<file path="config.mk">
export PLATFORM = sky130hd
export DESIGN_NAME = fir_coef_loader
export DESIGN_NICKNAME = d
export VERILOG_FILES = /design/src/rtl/fir_pkg.sv /design/src/rtl/fir_coef_bank.sv /design/src/rtl/fir_coef_loader.sv
export SDC_FILE = /design/constraint.sdc
export NUM_CORES = 2
export LEC_CHECK = 0
export BUFFER_PORTS_ARGS = -buffer_cell sky130_fd_sc_hd__buf_2
export CAP_MARGIN = 25
export CORE_AREA = 5 5 629 631
export DETAILED_ROUTE_END_ITERATION = 6
export DIE_AREA = 0 0 634 636
export PLACE_DENSITY = 0.46
export SYNTH_ARGS = -nofsm -noshare
export SYNTH_HDL_FRONTEND = slang
export SYNTH_SLANG_ARGS = --single-unit
</file>
<file path="constraint.sdc">
create_clock -name clk -period 5.6 [get_ports clk]
set_input_delay 0.84 -clock clk [delete_from_list [all_inputs] [get_ports clk]]
set_output_delay 0.84 -clock clk [all_outputs]
set_load 0.1 [all_outputs]
</file>
<file path="src/rtl/fir_pkg.sv">
// Shared types for the FIR coefficient loader: FSM states, coefficient type, checksum helper.
package fir_pkg;

  localparam int unsigned COEF_W = 16;

  typedef enum logic [1:0] {
    IDLE   = 2'd0,
    LOAD   = 2'd1,
    CHECK  = 2'd2,
    COMMIT = 2'd3
  } loader_state_e;

  typedef logic signed [COEF_W-1:0] coef_t;

  // Running checksum step; caller truncates the result to its coefficient width.
  function automatic logic [31:0] coef_checksum(input logic [31:0] acc, input logic [31:0] beat);
    return acc + beat;
  endfunction

endpackage

</file>
<file path="src/rtl/fir_coef_bank.sv">
// Shadow + active coefficient register pair: indexed writes into shadow,
// whole-bank copy to active on a single commit strobe.
module fir_coef_bank #(
  parameter int unsigned TAPS       = 100,
  parameter int unsigned COEF_WIDTH = 16
) (
  input  logic                         clk,
  input  logic                         rst_n,
  input  logic                         i_wr_en,
  input  logic [$clog2(TAPS)-1:0]      i_wr_idx,
  input  logic signed [COEF_WIDTH-1:0] i_wr_data,
  input  logic                         i_commit,
  output logic signed [COEF_WIDTH-1:0] o_coef [0:TAPS-1]
);

  localparam int unsigned IDX_W = $clog2(TAPS);

  logic signed [COEF_WIDTH-1:0] r_shadow [0:TAPS-1];

  // Shadow bank: one entry written per accepted beat
  always_ff @(posedge clk or negedge rst_n) begin
    if (!rst_n) begin
      for (int i = 0; i < int'(TAPS); i++) r_shadow[i] <= '0;
    end else begin
      for (int i = 0; i < int'(TAPS); i++) begin
        if (i_wr_en && (i_wr_idx == IDX_W'(i))) r_shadow[i] <= i_wr_data;
      end
    end
  end

  // Active bank: the filter only ever sees a complete set
  always_ff @(posedge clk or negedge rst_n) begin
    if (!rst_n) begin
      for (int i = 0; i < int'(TAPS); i++) o_coef[i] <= '0;
    end else if (i_commit) begin
      for (int i = 0; i < int'(TAPS); i++) o_coef[i] <= r_shadow[i];
    end
  end

endmodule

</file>
<file path="src/rtl/fir_coef_loader.sv">
// Serial loader for the FIR coefficient array with atomic commit to the active bank.
// Optional COEF_CHECKSUM_EN adds a trailing checksum beat that gates the commit.
module fir_coef_loader #(
  parameter int unsigned TAPS       = 100,
  parameter int unsigned COEF_WIDTH = 16
) (
  input  logic                         clk,
  input  logic                         rst_n,
  input  logic                         start,
  input  logic                         s_valid,
  input  logic [COEF_WIDTH-1:0]        s_data,
  output logic                         s_ready,
  output logic signed [COEF_WIDTH-1:0] coef [0:TAPS-1],
  output logic                         busy,
  output logic                         done,
  output logic                         err
);
  import fir_pkg::*;

  localparam int unsigned     IDX_W    = $clog2(TAPS);
  localparam logic [IDX_W-1:0] LAST_IDX = IDX_W'(TAPS - 1);

  loader_state_e    r_state, w_state_nxt;
  logic [IDX_W-1:0] r_idx, w_idx_nxt;
  logic             r_ready, w_ready_nxt;
  logic             r_busy, w_busy_nxt;
  logic             r_done, w_done_nxt;
  logic             w_wr_en;
  logic             w_commit;
  logic             w_beat;
`ifdef COEF_CHECKSUM_EN
  logic                  r_err, w_err_nxt;
  logic [COEF_WIDTH-1:0] r_sum, w_sum_nxt;
`endif

  assign w_beat = s_valid && r_ready;

  // Next-state, write strobes and registered-output next values
  always_comb begin
    w_state_nxt = r_state;
    w_idx_nxt   = r_idx;
    w_done_nxt  = 1'b0;
    w_wr_en     = 1'b0;
    w_commit    = 1'b0;
`ifdef COEF_CHECKSUM_EN
    w_err_nxt   = 1'b0;
    w_sum_nxt   = r_sum;
`endif
    case (r_state)
      IDLE: begin
        if (start) begin
          w_state_nxt = LOAD;
          w_idx_nxt   = '0;
`ifdef COEF_CHECKSUM_EN
          w_sum_nxt   = '0;
`endif
        end
      end
      LOAD: begin
        if (start) begin
          w_idx_nxt = '0;
`ifdef COEF_CHECKSUM_EN
          w_sum_nxt = '0;
`endif
        end else if (w_beat) begin
          w_wr_en = 1'b1;
`ifdef COEF_CHECKSUM_EN
          w_sum_nxt = COEF_WIDTH'(coef_checksum(32'(r_sum), 32'(s_data)));
`endif
          if (r_idx == LAST_IDX) begin
`ifdef COEF_CHECKSUM_EN
            w_state_nxt = CHECK;
`else
            w_state_nxt = COMMIT;
`endif
          end else begin
            w_idx_nxt = r_idx + IDX_W'(1);
          end
        end
      end
`ifdef COEF_CHECKSUM_EN
      CHECK: begin
        if (start) begin
          w_state_nxt = LOAD;
          w_idx_nxt   = '0;
          w_sum_nxt   = '0;
        end else if (w_beat) begin
          if (s_data == r_sum) begin
            w_state_nxt = COMMIT;
          end else begin
            w_state_nxt = IDLE;
            w_err_nxt   = 1'b1;
          end
        end
      end
`endif
      COMMIT: begin
        w_commit   = 1'b1;
        w_done_nxt = 1'b1;
        if (start) begin
          w_state_nxt = LOAD;
          w_idx_nxt   = '0;
`ifdef COEF_CHECKSUM_EN
          w_sum_nxt   = '0;
`endif
        end else begin
          w_state_nxt = IDLE;
        end
      end
      default: w_state_nxt = IDLE;
    endcase
    w_ready_nxt = (w_state_nxt == LOAD) || (w_state_nxt == CHECK);
    w_busy_nxt  = (w_state_nxt != IDLE);
  end

  always_ff @(posedge clk or negedge rst_n) begin
    if (!rst_n) begin
      r_state <= IDLE;
      r_idx   <= '0;
      r_ready <= 1'b0;
      r_busy  <= 1'b0;
      r_done  <= 1'b0;
`ifdef COEF_CHECKSUM_EN
      r_err   <= 1'b0;
      r_sum   <= '0;
`endif
    end else begin
      r_state <= w_state_nxt;
      r_idx   <= w_idx_nxt;
      r_ready <= w_ready_nxt;
      r_busy  <= w_busy_nxt;
      r_done  <= w_done_nxt;
`ifdef COEF_CHECKSUM_EN
      r_err   <= w_err_nxt;
      r_sum   <= w_sum_nxt;
`endif
    end
  end

  assign s_ready = r_ready;
  assign busy    = r_busy;
  assign done    = r_done;
`ifdef COEF_CHECKSUM_EN
  assign err     = r_err;
`else
  assign err     = 1'b0;
`endif

  fir_coef_bank #(
    .TAPS       (TAPS),
    .COEF_WIDTH (COEF_WIDTH)
  ) u_bank (
    .clk       (clk),
    .rst_n     (rst_n),
    .i_wr_en   (w_wr_en),
    .i_wr_idx  (r_idx),
    .i_wr_data ($signed(s_data)),
    .i_commit  (w_commit),
    .o_coef    (coef)
  );

endmodule

</file>
==> metrics.md <==
| Metric | Value |
|---|---|
| Outcome | `finished, final reports clean` |
| Tot GR Track Use | `0.207` |
| Register Area | `roughly 0.080 mm^2` |
| Tmin final | `approximately 3300 ps` |
| DPL Wire Length | `between 200000 and 300000 um` |
| Number of core rows | `between 200 and 250` |
| Distinct cells, synth | `45` |
| Avg WL per Cell | `approximately 30 um` |
| Maximum capacitance violations | `0` |
| Starting DRT DRC Count | `3055` |
| Crit path cell chain | `inv_1, ha_1, and4b_1, and2_4, nand2_2, mux2_2` |
| Final core occ | `0.378` |
| Syn Nets | `around 7100` |
| RSZ-0062 raised after global routing | `false` |
| Global route overflow | `0` |
| CP Buf/Inv Count | `1` |
| Via Count | `roughly 67000` |
| Max-slew violations | `0` |
| Final setup fails | `0` |
| CTS sink cnt | `approximately 3200` |
| DRT Wirelength | `427000 um` |
| Synth Flop Type | `dfrtp_1` |
| Post-synth EDFFs | `0` |
| First-pass GRT wire length | `595000 um` |
| #FFs+latches synth | `approximately 3200` |
| CP max stage delay | `approximately 760 ps` |
| Synth warn | `0` |
| Area Overhead vs Synth | `21.8%` |
| CTS tree | `yes` |
| Power per standard cell area | `roughly 340 mW/mm^2` |
| Crit end category | `register` |
| Antenna Nets Post-Route | `0` |
| Top delay family on crit path | `simple AND/OR/NAND/NOR gates` |
| Fraction of final layout cells sized beyond drive strength 1 | `0.626` |
| Largest net degree at the start of global routing | `178` |
| Max_slew headroom | `0.248` |
| WHS Path Cells | `3` |
| Final net count | `8765` |
| Die footprint | `0.403 mm^2` |
| Hold WC Path Type | `primary input to register` |
| Leakage | `0.0793 uW` |
| Die Wd | `around 630 um` |
| Sequential fraction of the synthesis area | `0.667` |
| Die Span Y | `636 um` |
| Worst EP required | `~6400 ps` |
| Initial antenna violation count | `40` |
| H-tree Lvls | `5` |
| Final setup TNS | `0 ps` |
| Vias in the first global route | `between 70000 and 80000` |
| Drt first pass iters | `5` |
| Min-delay src | `start` |
| Num CTS Buffers | `around 370` |
| Hold endpoint | `r_state[0]` |
| Reg2Reg Setup Slack | `2260 ps` |
| Final Skew | `87.4 ps` |
| Mean post-synth cell area | `approximately 17 um^2` |
| Root buffer cell | `clkbuf_16` |
| Port-buffer cells | `roughly 1600` |
| Crit Reg-Reg Endpoint | `u_bank.r_shadow[856]` |
| Worst r2r src | `r_state[1]` |
| CP Data Arrival Time | `4140 ps` |
| GPL Wtd Cong | `just under 0.8` |
| Synth Cell Area | `around 0.12 mm^2` |
| Commonest cells after routing, fill and taps aside | `dfrtp_1 (3212), mux2_2 (3157), buf_2 (1605), clkbuf_16 (365)` |
| Final Hold Violating Endpoints | `0` |
| Slew @ Worst Pin | `1130 ps` |
| DR vias/cell | `between 4 and 5` |
| Tcrit/Tclk final | `0.596` |
| CORE AREA | `approximately 0.39 mm^2` |
| Maximum clock rate | `approximately 0.3 GHz` |
| # IOs | `1624` |
| VDD IR max | `about 0.00025 V` |
| Most common cell after layout, fill and taps aside | `dfrtp_1` |
| Initial Utilization | `0.310` |
| CTS Buffer Depth | `4` |
| Async SR Flop Fraction | `1.00` |
| Layout fillers | `36900` |
| Clk slew on worst S/H paths | `approximately 60 ps` |
| Worst-Skew Late Latency | `slightly below 1000 ps` |
| Critical path class | `register to register` |
| DRC viols | `0` |
| CP Launch Type | `register` |
| Peak fanout along the critical path | `25` |
| Crit path max-delay cell type | `and2_4` |
| Worst R2R Path Depth | `6` |
| Synth Instances | `7087` |
| Multi-input logic area | `around 0.038 mm^2` |
==> layout make-up <==
class                           instances  share of cell area
Multi-Input combinational cell       3392               0.256
Clock inverter                        116              0.0110
Inverter                                6            0.000153
Clock buffer                          537              0.0730
Tap cell                             5197              0.0443
Sequential cell                      3212               0.548
Antenna cell                           17            0.000290
Timing Repair Buffer                 1759              0.0677
==> through the flow <==
stage,cells,hold slack (ps),area [um^2],power [uW],setup slack (ps)
final,14200,322,147000,49200,2260
after global routing,14200,273,147000,51000,2080
after CTS,14200,207,147000,50000,2050
after detailed placement,13600,477,134000,25400,1780
after global placement,13600,469,134000,25300,1840
after floorplan,7087,459,120000,24300,3010
==> timing repair <==
item	4_1_cts	5_1_grt
gates resized for setup	0	0
setup buffers	0	0
hold buffers	1	0
endpoints found under the setup margin	0	0
hold endpoints to repair	37	0
==> layer usage <==
| layer | up-vias | GRT usage | wire, um |
|---|---|---|---|
| met2 | 1656 | 0.350 | 209000 |
| met5 | - | 0 | 0 |
| met4 | 0 | 0.0803 | 18900 |
| met1 | 36500 | 0.251 | 169000 |
| li1 | 28300 | - | - |
| met3 | 520 | 0.0575 | 29900 |
==> power by group <==
group	switching [uW]	leakage, uW	internal, uW	total, uW
Combinational	1040	0.0285	290	1330
Clock	10100	0.00606	14300	24300
Sequential	112	0.0448	23400	23600
Total	11200	0.0793	38000	49200
==> how the worst max path moves through the flow <==
| stage | start | to | slack (ps) | cells after the start |
|---|---|---|---|---|
| floorplan | s_ready | s_ready | 3010 | 8 |
| global placement | start | s_ready | 1840 | 6 |
| detailed placement | start | s_ready | 1780 | 6 |
| CTS | r_state[1] | s_ready | 2050 | 7 |
| global route | r_state[1] | u_bank.r_shadow[861] | 2080 | 6 |
| finish | r_state[1] | u_bank.r_shadow[856] | 2260 | 6 |
==> cell usage after synthesis (2+ instances only) <==
master	n	area share
nor3_1	2	0.000083
o22a_1	3	0.00022
mux2_4	31	0.0039
buf_1	17	0.00053
nand2_2	93	0.0048
ha_1	9	0.00093
clkbuf_1	248	0.0077
and2_1	4	0.00021
nor2b_1	3	0.00016
nor2_4	18	0.0017
mux2_2	3157	0.30
inv_1	6	0.00019
or3b_1	3	0.00022
nor2_2	10	0.00052
nand3b_1	2	0.00012
dfrtp_1	3212	0.67
buf_2	98	0.0041
nand2_1	9	0.00028
buf_6	63	0.0059
nand3_1	4	0.00017
nor2_1	4	0.00012
a21o_1	3	0.00019
mux2_1	12	0.0011
buf_4	51	0.0032
o21ai_0	5	0.00021
==> worst register-to-register path, stage by stage, from the launching register on <==
cell     delay (ps)
dfrtp_1         440
inv_1           120
ha_1            210
and4b_1         370
and2_4          760
nand2_2         780
mux2_2          560
==> flip-flops by register name (all words and copies together) (netlist names) <==
| name | cells |
|---|---|
| u_bank.o_coef | 1600 |
| r_state | 2 |
| s_ready | 1 |
| done | 1 |
| r_idx | 7 |
| u_bank.r_shadow | 1600 |
| busy | 1 |
==> cells by family (layout without fill, tap and decap cells) <==
| logic type | Yosys count | in the layout | share of synthesized area |
|---|---|---|---|
| fa+ha+maj | 9 | 9 | 0.000935 |
| flops | 3212 | 3212 | 0.667 |
| simple gates | 162 | 162 | 0.00913 |
| mux | 3201 | 3201 | 0.300 |
| other cells | 1 | 18 | 0.0000311 |
| compound gates | 19 | 19 | 0.00111 |
| buf+inv | 483 | 2418 | 0.0216 |
Power figures use the tool's default switching activity.
